**config.mk**
```make
export PLATFORM = sky130hd
export DESIGN_NAME = memory_arbiter
export DESIGN_NICKNAME = d
export VERILOG_FILES = /design/src/rtl/memory_arbiter_pkg.sv /design/src/rtl/rr_arbiter2.sv /design/src/rtl/memory_arbiter.sv
export SDC_FILE = /design/constraint.sdc
export NUM_CORES = 1
export LEC_CHECK = 0
export CAP_MARGIN = 0
export CORE_ASPECT_RATIO = 0.75
export CORE_MARGIN = 5
export CORE_UTILIZATION = 38
export DETAILED_ROUTE_END_ITERATION = 10
export PLACE_DENSITY = 0.88
export SLEW_MARGIN = 20
export SYNTH_ARGS = -nofsm -noshare
export SYNTH_HDL_FRONTEND = slang
export SYNTH_SLANG_ARGS = --single-unit
```
**constraint.sdc**
```tcl
create_clock -name clk -period 1.6 [get_ports clk]
set_input_delay 0.16 -clock clk [delete_from_list [all_inputs] [get_ports clk]]
set_output_delay 0.16 -clock clk [all_outputs]
set_load 0.02 [all_outputs]
```
**src/rtl/memory_arbiter_pkg.sv**
```systemverilog
// Shared types for the two-requester memory arbiter.
// State encoding and default bus widths.
package memory_arbiter_pkg;

  localparam int DATA_W_D = 8;
  localparam int ADDR_W_D = 2;

  typedef enum logic [2:0] {
    IDLE,
    SETUP,
    STROBE,
    HOLD,
    RDONE
  } state_t;

endpackage

```
**src/rtl/rr_arbiter2.sv**
```systemverilog
// Two-way round-robin arbiter.
// Pointer names the favoured requester on a tie.
module rr_arbiter2 (
  input  logic       clk,
  input  logic       reset,
  input  logic [1:0] req,
  input  logic       advance,
  output logic [1:0] grant
);

  logic ptr;

  always_comb begin
    grant = req;
    if (&req) grant = ptr ? 2'b10 : 2'b01;
  end

  // After a grant the other requester becomes favoured
  always_ff @(posedge clk) begin
    if (reset) ptr <= 1'b0;
    else if (advance && |grant) ptr <= grant[0];
  end

endmodule

```
**src/rtl/memory_arbiter.sv**
```systemverilog
// Arbitrates two requesters onto one small byte memory.
// Writes run setup -> store strobe -> hold.
module memory_arbiter
  import memory_arbiter_pkg::*;
#(
  parameter int DATA_W        = DATA_W_D,
  parameter int ADDR_W        = ADDR_W_D,
  parameter int STROBE_CYCLES = 1
) (
  input  logic              clk,
  input  logic              reset,
  input  logic              req0,
  input  logic              we0,
  input  logic [ADDR_W-1:0] addr0,
  input  logic [DATA_W-1:0] wdata0,
  output logic              ack0,
  output logic [DATA_W-1:0] rdata0,
  input  logic              req1,
  input  logic              we1,
  input  logic [ADDR_W-1:0] addr1,
  input  logic [DATA_W-1:0] wdata1,
  output logic              ack1,
  output logic [DATA_W-1:0] rdata1,
  output logic              busy,
  output logic [ADDR_W-1:0] mem_addr,
  output logic [DATA_W-1:0] mem_data,
  output logic              mem_store,
  input  logic [DATA_W-1:0] mem_memory
);

  localparam int CW = $clog2(STROBE_CYCLES + 1);
  localparam logic [CW-1:0] SC = CW'(STROBE_CYCLES);

  state_t        state, state_n;
  logic [CW-1:0] cnt;
  logic [1:0]    grant;
  logic          g_sel;
  logic          g_we;
  logic          start;

  assign start = (state == IDLE) && (req0 || req1);

  rr_arbiter2 u_rr (
    .clk     (clk),
    .reset   (reset),
    .req     ({req1, req0}),
    .advance (state == IDLE),
    .grant   (grant)
  );

  always_comb begin
    state_n = state;
    unique case (state)
      IDLE:    if (start) state_n = SETUP;
      SETUP:   state_n = g_we ? STROBE : RDONE;
      STROBE:  if (cnt == CW'(1)) state_n = HOLD;
      HOLD:    state_n = IDLE;
      RDONE:   state_n = IDLE;
      default: state_n = IDLE;
    endcase
  end

  always_ff @(posedge clk) begin
    if (reset) begin
      state     <= IDLE;
      cnt       <= '0;
      g_sel     <= 1'b0;
      g_we      <= 1'b0;
      mem_addr  <= '0;
      mem_data  <= '0;
      mem_store <= 1'b0;
      rdata0    <= '0;
      rdata1    <= '0;
    end else begin
      state     <= state_n;
      mem_store <= (state_n == STROBE);
      if (start) begin
        g_sel    <= grant[1];
        g_we     <= grant[1] ? we1 : we0;
        mem_addr <= grant[1] ? addr1 : addr0;
        mem_data <= grant[1] ? wdata1 : wdata0;
      end
      if (state == SETUP) begin
        cnt <= SC;
        // Address is already stable, so read data is ready for the ack cycle
        if (!g_we && g_sel) rdata1 <= mem_memory;
        if (!g_we && !g_sel) rdata0 <= mem_memory;
      end
      if (state == STROBE) cnt <= cnt - CW'(1);
    end
  end

  assign busy = (state != IDLE);
  assign ack0 = (state == HOLD || state == RDONE) && !g_sel;
  assign ack1 = (state == HOLD || state == RDONE) && g_sel;

endmodule

```
# After elaboration in Yosys (flattened, before gate mapping)
# Index checks and enable logic that the tools add are counted.
# W data, S select, Z words.
[op_classes]
order_cmp = 0
n_mul = 0
eq_ne = 5
n_bitwise = 0
div = 0
n_mux = 11
n_reduce_logical = 17
addsub = 1
n_shift = 0
[op_table]
columns = ["op", "n"]
rows = [
  ["$eq A3 B2 Y1 const B", 3],
  ["$mux W3", 3],
  ["$pmux W3 S3", 1],
  ["$mux W8", 1],
  ["$logic_and A1 B1 Y1", 6],
  ["$mux W2", 3],
  ["$reduce_and A2 Y1", 3],
  ["$eq A3 B1 Y1 const B", 1],
  ["$eq A3 B3 Y1 const B", 1],
  ["$logic_not A3 Y1", 1],
  ["$mux W1", 3],
  ["$reduce_bool A3 Y1", 1],
  ["$logic_not A1 Y1", 2],
  ["$logic_or A1 B1 Y1", 2],
  ["$reduce_bool A2 Y1", 1],
  ["$reduce_or A2 Y1", 1],
  ["$sub A1 B1 Y1 const B", 1],
]
[word_totals]
latch_bits = 0
ram_bits = 0
regBits = 34
romBits = 0
memories = 0
in_bits = 34
wordCells = 44
out_inout_bits = 30

# Longest topological paths before layout
# Gate-level depths: netlist of run 1.
[depth]
ltp_word = 5
ltp_mapped = 5
ltp_nobuf = 4

# By module
# Synthesis of run 1 repeated with hierarchy kept, for this count alone.
[hier_totals]
cells_unflattened = 166
area_unflattened_um2 = 1571.5
[by_module_without_submodules]
columns = ["mod", "cells_each", "area_each_um2", "seq_area_each_um2", "instances"]
rows = [
  ["memory_arbiter", 159, 1506.4, 660.6, 1],
  ["rr_arbiter2", 7, 65.1, 20.0, 1],
]

# Worst setup path before layout of run 1
# Ideal clock, no wire load.
[synth_path]
kind = "reg-to-reg"
from = "reg state[0]"
to = "reg rdata0[0]"
t_required_ps = 1528
path_stages_with_launch = 5
t_arrival_ps = 1443
path_buffers = 1
setup_slack_ps = 85
setup_time_ps = 72
synth_period_minus_slack_ps = 1515
cell_sequence = "dfxtp_1 buf_4 or4b_4 nor2_2 mux2i_1"
[synth_between]
elab_chain_cells = 2
[synth_rtl]
columns = ["item", "line_no", "rtl"]
rows = [
  ["start, declared", "memory_arbiter.sv:34", "state_t state, state_n;"],
  ["start signal, assigned", "memory_arbiter.sv:75", "state <= state_n;"],
  ["$eq A3 B1 Y1", "memory_arbiter.sv:83", "if (state == SETUP) begin"],
  ["$reduce_and A2 Y1 (no source line)", "n/a", ""],
  ["end signal, assigned", "memory_arbiter.sv:87", "if (!g_we && !g_sel) rdata0 <= mem_memory;"],
  ["end, declared", "memory_arbiter.sv:17", "output logic [DATA_W-1:0] rdata0,"],
]
# No other way between the ends.
# A chain may end at the register's enable or synchronous reset.

# Final worst setup path of run 1
[layout_path]
from = "reg state[1]"
to = "out ack0"
[layout_between]
elab_chain_cells = 3
elab_cells_between_ends = 4
cone_classes = "2 x eq/ne; 2 x reduce/logical"
[layout_rtl]
columns = ["item", "line_no", "rtl"]
rows = [
  ["$eq A3 B2 Y1 / $eq A3 B3 Y1 (equally long branches)", "memory_arbiter.sv:94", "assign ack0 = (state == HOLD || state == RDONE) && !g_sel;"],
  ["$logic_or A1 B1 Y1 (*)", "memory_arbiter.sv:94", ""],
  ["$logic_and A1 B1 Y1 (*)", "memory_arbiter.sv:94", ""],
  ["end, declared", "memory_arbiter.sv:16", "output logic ack0,"],
]
# Mark *: on every way between the ends. The rest lies on a longest branch, timed or not.

==> impl_metrics.env, run 1 <==
export IMPL_hold_violations=0
export IMPL_root_buffer="clkbuf_8"
export IMPL_syn_cell_area_um2=1520
export IMPL_vias=1350
export IMPL_clock_sinks=34
export IMPL_grt_max_degree=40
export IMPL_min_from="we1"
export IMPL_crit_start="state[1]"
export IMPL_period_share_pct=94.3
export IMPL_area_growth_syn_to_layout_pct=54.0
export IMPL_die_x_um=83.0
export IMPL_htreeDepth=2
export IMPL_antenna_cells=0
export IMPL_wl_per_cell_um=13.2
export IMPL_yosysWarnings=0
export IMPL_end_kind="output pin"
export IMPL_seq_area_um2=684
export IMPL_avgSynthCellArea_um2=9.21
export IMPL_tns_ps=0
export IMPL_synth_cell_types=26
export IMPL_crit_arrival_ps=1350
export IMPL_initial_core_util_pct=40.4
export IMPL_num_rows=19
export IMPL_dieHeight_um=64.8
export IMPL_drtIter0Drc=64
export IMPL_worstPathMaxFanout=11
export IMPL_crit_chain="and3b_1 -> a21oi_2 -> nor2_1 -> clkdlybuf4s15_1"
export IMPL_worstMarginPinSlew_ps=391
export IMPL_hold_class="primary input to register"
export IMPL_drc=0
export IMPL_synthCells=165
export IMPL_ir_drop_mv=0.595
export IMPL_max_freq_mhz=663
export IMPL_startpoint_type="register"
export IMPL_cts_tree="done"
export IMPL_place_hpwl_um=2790
export IMPL_period_minus_slack_ps=1510
export IMPL_r2r_start="state[1]"
export IMPL_synth_nets=199
export IMPL_grt_total_usage_pct=14.5
export IMPL_layout_common_cells="clkdlybuf4s50_1 (60), nand2b_1 (37), dfxtp_1 (31)"
export IMPL_drive_gt1_share_pct=10.8
export IMPL_critPathMaxStageDelay_ps=430
export IMPL_critPathKind="register to output pin"
export IMPL_totalWireLength_um=3740
export IMPL_core_area_um2=3760
export IMPL_viasPerCell=4.75
export IMPL_layout_commonest_cell="clkdlybuf4s50_1"
export IMPL_multi_input_area_um2=716
export IMPL_synth_seq_area_share_pct=44.8
export IMPL_dp_cells=276
export IMPL_cpMaxStageDelayCell="dfxtp_2"
export IMPL_required_ps=1440
export IMPL_numCtsBuffers=5
export IMPL_status="finished clean"
export IMPL_portBuffers=63
export IMPL_drtPass1Iterations=5
export IMPL_stdcell_count=284
export IMPL_io_pin_count=64
export IMPL_insertion_delay_ps=280
export IMPL_worst_hold_slack_ps=429
export IMPL_grt_pass1_wl_um=6330
export IMPL_layout_nets=265
export IMPL_drtAntennaViolNets=0
export IMPL_grt_ovfl_total=0
export IMPL_maxCapViolations=0
export IMPL_cts_buffer_depth=2
export IMPL_pwr_density_cell_nw_per_um2=996
export IMPL_die_area_um2=5370
export IMPL_slew_headroom_pct=73.9
export IMPL_grt_pass1_vias=1366
export IMPL_clkTransAtPathRegs_ps=70
export IMPL_place_congestion=0.777
export IMPL_antenna_found_initial=0
export IMPL_setup_viol=0
export IMPL_maxSlewViolCount=0
export IMPL_ys_ff_latch=34
export IMPL_rsz0062_at_grt="false"
export IMPL_skew_ps=5.53
export IMPL_p_leak_uw=0.000993
export IMPL_fillers=355
## cell type report
class | instances | share of cell area, %
Inverter | 23 | 3.69
Sequential cell | 34 | 29.3
Multi-Input combinational cell | 98 | 30.6
Tap cell | 52 | 2.78
Timing Repair Buffer | 69 | 29.7
Clock buffer | 7 | 3.69
Clock inverter | 1 | 0.214
## metal layers
metal  GRT usage (%)  routed length [um]
met2            25.8                1850
met5               0                   0
met1            16.4                1640
met4            4.29                  26
met3            5.57                 230
## repair_timing
item / 4_1_cts / 5_1_grt
hold buffers: 0 / 0
resized for setup: 6 / 8
pin swaps: 0 / 3
setup buffers: 0 / 0
endpoints found under the setup margin: 11 / 15
## power breakdown
group          internal (uW)  total [uW]  switching (uW)
clock                    347         645             298
combinational            364         671             307
sequential               948        1010            65.3
## flip-flops by register name, indices dropped and copies added, names as in the netlist
name       flops
rdata0         8
cnt            1
mem_data       8
g_we           1
state          3
u_rr.ptr       1
g_sel          1
rdata1         8
mem_addr       2
mem_store      1
## critical path, delay by kind of cell (launching register included)
family,cells,cell delay (ps)
buffers and inverters,1,300
AND/OR/NAND/NOR,2,300
flip-flops,1,430
AO/OA/AOI/OAI,1,40
## stage by stage
stage                     setup slack, ps  cell area, um^2  utilization [%]  power (uW)
after floorplan                      84.9             1520                -        1360
after global placement              -39.6             2240             59.5        1690
after detailed placement            -76.8             2240             59.5        1700
after CTS                            40.8             2330             62.0        2350
after global routing                 16.8             2340             62.3        2470
final                                91.0             2340             62.3        2330
## cells by family after synthesis
family | share of synthesized area (%)
simple gates | 25.3
flops | 44.8
buf+inv | 8.90
compound gates | 10.5
mux | 10.5
## cell usage after synthesis
cell type	number	share of area, %
buf_4	2	0.99
a221oi_1	1	0.58
a222oi_1	10	6.6
and2_1	1	0.41
or2_2	1	0.41
or4b_4	1	0.91
and3_1	2	0.82
o21ba_2	1	0.66
buf_2	3	0.99
inv_1	23	5.7
dfxtp_1	34	45
nor2_1	7	1.7
nor2_2	1	0.41
a21boi_0	1	0.49
nor2b_1	2	0.82
and4b_1	1	0.66
or2_1	1	0.41
nand2b_1	37	15
and3b_1	1	0.58
a21oi_1	5	1.6
nand3b_1	2	0.99
nand2_1	1	0.25
o211ai_1	1	0.49
nor3_1	5	1.6
mux2i_1	16	11
clkbuf_1	5	1.2
## final timing paths
check / end / slack (ps) / cells after the start
setup / recovery: ack0 / 90 / 4
hold reg to reg: rdata0[7] / 470 / 2
hold / removal: g_we / 430 / 3
setup reg to reg: rdata1[3] / 100 / 3
No activity file was read; power rests on OpenSTA's default activity.
==> run 2, diff against run 1 <==
- RECOVER_POWER: unset -> 50
- SLEW_MARGIN: 20 -> unset
==> run 2 against run 1 <==
Compared with the run above:
- highest routed layer unchanged
- via count is 0.44% higher
- critical endpoint is now rdata1[3]
- register-to-register slack got worse by 40 ps
- largest cell class unchanged
- critical path type is now register to register
- largest power group unchanged
- routed wire length down 0.91%
==> impl_metrics.env, run 2 (synthesized netlist as in run 1, its figures left out) <==
export IMPL_final_core_util_pct=62.2
export IMPL_dieHeight_um=64.8
export IMPL_antenna_cells=0
export IMPL_io_pin_count=64
export IMPL_drive_gt1_share_pct=10.3
export IMPL_die_area_um2=5370
export IMPL_period_share_pct=96.0
export IMPL_fillers=357
export IMPL_multi_input_area_um2=712
export IMPL_core_area_um2=3760
export IMPL_root_buffer="clkbuf_8"
export IMPL_worstPathMaxFanout=11
export IMPL_drc=0
export IMPL_num_rows=19
export IMPL_r2r_end="rdata1[3]"
export IMPL_grt_ovfl_total=0
export IMPL_layout_nets=265
export IMPL_grt_pass1_vias=1366
export IMPL_hold_violations=0
export IMPL_layout_commonest_cell="nand2b_1"
export IMPL_vias=1356
export IMPL_grt_max_degree=40
export IMPL_viasPerCell=4.77
export IMPL_setup_viol=0
export IMPL_insertion_delay_ps=280
export IMPL_clock_sinks=34
export IMPL_p_leak_uw=0.00106
export IMPL_fin_area_um2=2330
export IMPL_crit_end="rdata1[3]"
export IMPL_pwr_density_cell_nw_per_um2=985
export IMPL_tns_ps=0
export IMPL_crit_start="state[1]"
export IMPL_ir_drop_mv=0.593
export IMPL_numCtsBuffers=5
export IMPL_period_minus_slack_ps=1540
export IMPL_critPathKind="register to register"
export IMPL_worst_slack_ps=63.4
export IMPL_r2r_cells=3
export IMPL_seq_area_um2=684
export IMPL_drtPass1Iterations=4
export IMPL_cts_tree="done"
export IMPL_antenna_found_initial=0
export IMPL_r2r_start="state[1]"
export IMPL_slew_headroom_pct=73.8
export IMPL_crit_arrival_ps=1700
export IMPL_place_congestion=0.777
export IMPL_portBuffers=63
export IMPL_reg_top3="mem_data (8), rdata0 (8), rdata1 (8)"
export IMPL_wl_per_cell_um=13.1
export IMPL_r2r_setup_slack_ps=60
export IMPL_end_kind="register"
export IMPL_maxSlewViolCount=0
export IMPL_drtAntennaViolNets=0
export IMPL_skew_ps=5.79
export IMPL_worstMarginPinSlew_ps=393
export IMPL_status="finished clean"
export IMPL_startpoint_type="register"
export IMPL_layout_common_cells="nand2b_1 (37), clkdlybuf4s50_1 (35), dfxtp_1 (31)"
export IMPL_max_freq_mhz=651
export IMPL_maxCapViolations=0
export IMPL_htreeDepth=2
export IMPL_totalWireLength_um=3710
export IMPL_grt_total_usage_pct=14.5
export IMPL_cts_setup_buffers=0
export IMPL_grt_pass1_wl_um=6330
export IMPL_drtIter0Drc=60
export IMPL_hold_class="primary input to register"
export IMPL_initial_core_util_pct=40.4
export IMPL_cts_buffer_depth=2
export IMPL_required_ps=1760
export IMPL_pre_cts_ws_ps=-76.8
export IMPL_place_hpwl_um=2790
export IMPL_clkTransAtPathRegs_ps=70
export IMPL_die_x_um=83.0
export IMPL_rsz0062_at_grt="false"
export IMPL_placed_cell_area_um2=2240
export IMPL_cts_hold_buf=0
export IMPL_area_growth_syn_to_layout_pct=53.7
## run 2: changes by cell type in the layout (fill, tap and decap cells not counted)
| cell | change |
|---|---|
| and2_0 | +1 |
| and2_1 | -1 |
| clkdlybuf4s50_1 | -25 |
| dlygate4sd3_1 | +25 |
| or4b_1 | +1 |
| or4b_4 | -1 |
## run 2: critical path, stage by stage, from the launching register on
cell and delay, ps:
dfxtp_2 370, or4b_1 570, or2_4 330, mux2i_1 140
## run 2: area by class of cell
type / instances / area share (%)
clock inverters: 1 / 0.214
repair buffers: 69 / 29.8
clock buffers: 7 / 3.70
inverters: 23 / 3.70
multi-input cells: 98 / 30.5
well taps: 52 / 2.79
flip-flops and latches: 34 / 29.3
## run 2: power by group
| group | total (uW) | internal (uW) | switching (uW) |
|---|---|---|---|
| Clock | 647 | 347 | 300 |
| Sequential | 1010 | 947 | 61.8 |
| Combinational | 644 | 338 | 306 |
## run 2: per-stage QoR
step | hold slack, ps | total power, uW | instances
finish | 428 | 2300 | 284
global route | 436 | 2440 | 284
CTS | 425 | 2350 | 284
detailed placement | 466 | 1700 | 276
global placement | 458 | 1690 | 276
floorplan | 302 | 1360 | 165
## run 2: routing by layer
layer  up-vias  share of wire [%]  GRT usage [%]
li1        678                  -              -
met1       632                 44           16.4
met2        41                 49           25.8
met3         5                6.5           5.57
met4         0               0.70           4.29
met5         -                  0              0
## run 2: worst min path at each step
stage / from / cells past startpoint / slack, ps / endpoint
5_1_grt: wdata1[1] / 3 / 440 / mem_data[1]
4_1_cts: we1 / 3 / 430 / g_we
2_1_floorplan: we1 / 2 / 300 / g_we
3_5_place_dp: rdata0[4] / 2 / 470 / rdata0[4]
6_report: we1 / 3 / 430 / g_we
3_3_place_gp: rdata0[2] / 2 / 460 / rdata0[2]
## run 2: timing repair
item                                    in CTS  in global routing
resized for setup                            6                  8
gates cloned                                 0                  0
pin swaps                                    0                  3
endpoints found under the setup margin      11                 15
==> run 3, diff against run 2 <==
- CORE_UTILIZATION: 38 -> 45
- DONT_BUFFER_PORTS: unset -> 1
- PLACE_DENSITY: 0.88 -> 0.74
==> run 3 against run 2 <==
Compared with the run above:
- combinational power down 44%
- highest routed layer unchanged
- fmax grew 0.45%
- count of clock-buffer cells in the layout down 2
- hold slack worse by 410 ps
- first-iteration DRC count is 20% higher
- sequential share of layout area up 9.8 points
- clock skew increased by 2.9 ps
- cell area decreased by 26%
- largest power group unchanged
- final cell count is 25% lower
- global-route usage about the same
- register-to-register slack gained 90 ps
==> impl_metrics.env, run 3 (synthesized netlist as in run 1, its figures left out) <==
export IMPL_status="finished clean"
export IMPL_crit_arrival_ps=1370
export IMPL_cts_tree="done"
export IMPL_met2_usage_pct=24.4
export IMPL_wl_per_cell_um=15.6
export IMPL_worstPathMaxFanout=9
export IMPL_htreeDepth=2
export IMPL_startpoint_type="register"
export IMPL_skew_ps=8.69
export IMPL_grt_pass1_wl_um=5350
export IMPL_root_buffer="clkbuf_8"
export IMPL_io_pin_count=64
export IMPL_critPathKind="register to output pin"
export IMPL_ir_drop_mv=0.532
export IMPL_p_leak_uw=0.000782
export IMPL_vias=1159
export IMPL_drtIter0Drc=72
export IMPL_die_x_um=77.1
export IMPL_hold_class="primary input to register"
export IMPL_setup_viol=0
export IMPL_hold_violations=0
export IMPL_place_hpwl_um=2460
export IMPL_totalWireLength_um=3320
export IMPL_grt_pass1_vias=1183
export IMPL_drive_gt1_share_pct=13.3
export IMPL_gr_usage_met1_pct=17.7
export IMPL_area_growth_syn_to_layout_pct=14.5
export IMPL_pwr_density_cell_nw_per_um2=1280
export IMPL_drc=0
export IMPL_maxSlewViolCount=0
export IMPL_required_ps=1440
export IMPL_cts_buffer_depth=2
export IMPL_grt_ovfl_total=0
export IMPL_layout_commonest_cell="nand2b_1"
export IMPL_num_rows=18
export IMPL_core_area_um2=3270
export IMPL_fillers=290
export IMPL_clock_sinks=34
export IMPL_portBuffers=0
export IMPL_antenna_found_initial=0
export IMPL_clkTransAtPathRegs_ps=60
export IMPL_end_kind="output pin"
export IMPL_slew_headroom_pct=73.1
export IMPL_maxCapViolations=0
export IMPL_pre_cts_ws_ps=23.7
export IMPL_drtPass1Iterations=6
export IMPL_viasPerCell=5.44
export IMPL_insertion_delay_ps=280
export IMPL_worst_slack_ps=70.3
export IMPL_layout_common_cells="nand2b_1 (37), dfxtp_1 (34), inv_1 (23)"
export IMPL_initial_core_util_pct=46.5
export IMPL_numCtsBuffers=5
export IMPL_worstMarginPinSlew_ps=402
export IMPL_layout_nets=206
export IMPL_final_core_util_pct=53.3
export IMPL_dieHeight_um=60.3
export IMPL_reg_top3="mem_data (8), rdata0 (8), rdata1 (8)"
export IMPL_drtAntennaViolNets=0
export IMPL_max_freq_mhz=654
export IMPL_grt_total_usage_pct=14.5
export IMPL_period_share_pct=95.6
export IMPL_period_minus_slack_ps=1530
export IMPL_die_area_um2=4650
export IMPL_busiest_layer="met2"
export IMPL_place_congestion=0.733
export IMPL_grt_max_degree=39
export IMPL_rsz0062_at_grt="true"
export IMPL_antenna_cells=0
export IMPL_gr_usage_met3_pct=3.77
==> run 3: cell type report <==
type | instances | area, um^2 | share of cell area, %
sequential | 34 | 681 | 39.1
timing repair buffer | 10 | 103 | 5.90
inverter | 23 | 86.3 | 4.96
tap | 40 | 50.0 | 2.88
clock inverter | 3 | 40.0 | 2.30
clock buffer | 5 | 68.8 | 3.96
multi-input combinational | 98 | 711 | 40.9
==> run 3: stage by stage <==
step	instances	area [um^2]	hold WS, ps	TNS [ps]	power [uW]
2_1_floorplan	165	1520	302	0	1360
3_3_place_gp	204	1610	241	0	1460
3_5_place_dp	204	1610	241	0	1480
4_1_cts	213	1740	8.70	0	2250
5_1_grt	213	1740	17.7	-68.5	2330
6_report	213	1740	20.0	0	2230
==> run 3: routing by layer <==
| metal | vias up | routed length (um) |
|---|---|---|
| met1 | 545 | 1450 |
| met4 | 0 | 63 |
| met5 | - | 0 |
| met3 | 8 | 201 |
| met2 | 42 | 1610 |
| li1 | 564 | - |
==> run 3: where the power goes <==
group	internal (uW)	total, uW	switching, uW
Clock	458	757	299
Sequential	946	1110	161
Combinational	191	361	170
Total	1600	2230	630
==> run 3: worst paths after layout <==
check	from	end	slack, ps	cells after the start
max	state[1]	ack1	70	4
max reg2reg	state[1]	rdata0[0]	150	4
min	wdata1[4]	mem_data[4]	20	2
min reg2reg	cnt	cnt	540	2
==> run 3: what timing repair did <==
action | 4_1_cts | 5_1_grt
hold buffers | 1 | 0
hold endpoints to repair | 3 | 0
resized for setup | 1 | 1
buffers inserted | 0 | 0
endpoints found under the setup margin | 1 | 10
==> run 3: critical path, stage by stage, from the launching register on <==
cell and delay [ps]:
dfxtp_1 380, buf_4 170, and3b_1 160, a21oi_1 50
nor2_1 330
==> RTL edit (config.mk and constraints of run 1) <==
Encoding of `state_t`: now Gray code (3 bits for 5 states).
--- a/src/rtl/memory_arbiter_pkg.sv
+++ b/src/rtl/memory_arbiter_pkg.sv
@@ -8,7 +8,7 @@
   typedef enum logic [2:0] {
-    IDLE,
-    SETUP,
-    STROBE,
-    HOLD,
-    RDONE
+    IDLE   = 3'b000,
+    SETUP  = 3'b001,
+    STROBE = 3'b011,
+    HOLD   = 3'b010,
+    RDONE  = 3'b110
   } state_t;
Behaviour: no difference found for any inputs over 10 cycles, from zero or initial values and one cycle with reset high; not proved beyond that.
==> RTL edit against run 1 <==
- global-route usage up 0.48 points
- wire length up 0.83%
- sequential cell count unchanged
- die area down 3.1%
- design area down 2.4%
- clock skew up 0.0040 ns
- fmax up 5.5%
- utilization down 0.32 points
- synthesized area down 3.5%
- setup slack better by 0.079 ns
- total power down 0.11%
- combinational power up 2%
- highest routed layer unchanged
==> RTL edit: results (changes against run 1) <==
| Metric | Value |
|---|---|
| Synthesized area per cell | 10.25 sq um (+11%) |
| Tcrit/Tclk final | 89.40% (-4.9 points) |
| Routing usage on met3 | 3.792% (-1.8 points) |
| Commonest cells post-synth | 34 x dfxtp_1, 25 x nand2b_1, 17 x mux2i_1 |
| Dpl hpwl | 2774 microns (-0.66%) |
| Outcome | completed |
| Drt via density | 4.920 (+3.5%) |
| Placed Instances | 255 (-7.6%) |
| Critical R2R Capture | mem_data[7] |
| Post-synthesis sequential area ratio | 46.46% (+1.6 points) |
| Largest stage delay, worst path | 0.41 ns (-0.02 ns) |
| Hold path depth | 2 (-1) |
| Fillcell total | 314 (-12%) |
| Leakage power | 0.9022 nW (-9.2%) |
| Area contributors post-synth | dfxtp_1 46%, mux2i_1 12%, nand2b_1 11% |
| FF-to-FF setup slack | 0.21 ns (+0.11 ns) |
| Initial DRC count | 48 (-25%) |
| Tot GR Track Use | 15.03% (+0.48 points) |
| Worst Hold Class | flop to flop |
| Post-synth net total | 177 (-11%) |
| Worst clock skew | 0.009487 ns (+0.003962 ns) |
| Crit path max-delay cell type | dfxtp_1 |
| Vias in the first global route | 1313 (-3.9%) |
| Placed cell area | 2182 sq um (-2.4%) |
| Slew HR | 78.34% (+4.4 points) |
| Met2 Use GR | 24.39% (-1.4 points) |
| Grt met1 use | 19.72% (+3.3 points) |
| Clock group power | 0.000639 W (-0.9%) |
| RD Place Congestion | 0.7233 (-6.9%) |
| R2R cell count | 5 (+2) |
| Nets@finish | 245 (-7.5%) |
| Flop pwr share | 43.1% (-0.4 points) |
| Worst Hold Endpoint | mem_data[1] |
| First-pass GRT wire length | 6189 microns (-2.2%) |
| Drt pass-1 iters | 4 (-1) |
| R2r startpoint | state[2] |
| Pre-CTS setup slack | -0.01482 ns (+0.06197 ns) |
| Hold WS | 0.4672 ns (+0.03848 ns) |
| P_int | 0.001644 W (-0.93%) |
RTL edit: changes by cell type in the layout (fill, tap and decap cells not counted), sizes merged, moves of 3 or more:
cell	run 1	this run
nor3	5	1
buf	6	9
o32ai	0	11
nor2	8	3
nand2b	37	25
a221oi	1	11
inv	23	13
a222oi	10	0
RTL edit: layout make-up:
cell class	count	area [sq um]	area share (%)
repair buffers	72	710.7	31.14
multi-input cells	85	684.4	29.99
flip-flops and latches	34	681.9	29.88
clock buffers	7	86.33	3.783
well taps	52	65.06	2.851
inverters	13	48.80	2.138
clock inverters	1	5.005	0.2193
RTL edit: timing repair:
action	4_1_cts	5_1_grt
pin swaps	1	0
hold endpoints to repair	0	0
gates cloned	0	0
setup buffers	1	0
setup endpoints to repair	3	1
resized for setup	2	2
RTL edit: critical path: cells and delay by family, from the launching register on:
| kind | cells | cell delay (ns) |
|---|---|---|
| buffers and inverters | 1 | 0.36 |
| DFF | 1 | 0.41 |
| and+or+nand+nor | 1 | 0.23 |
RTL edit: how the worst max path moves through the flow:
stage	startpoint	endpoint	depth (start not counted)
2_1_floorplan	state[0]	rdata0[0]	4
3_3_place_gp	req0	mem_data[6]	5
3_5_place_dp	req0	mem_data[6]	4
4_1_cts	state[2]	busy	3
5_1_grt	state[1]	ack0	2
6_report	state[1]	ack0	2
RTL edit: cell families (layout without fill, tap and decap cells):
group                  after synthesis  in the layout  share of synthesized area [%]
buffers and inverters               24             93                          6.832
DFF                                 34             34                          46.46
AOI/OAI and AO/OA                   29             29                          16.48
muxes                               17             17                          11.61
and+or+nand+nor                     39             39                          18.62
RTL edit: layer usage:
layer,vias up,wire [microns]
met2,36,1827
met1,605,1708
met4,0,35
met5,-,0
li1,653,-
met3,5,203
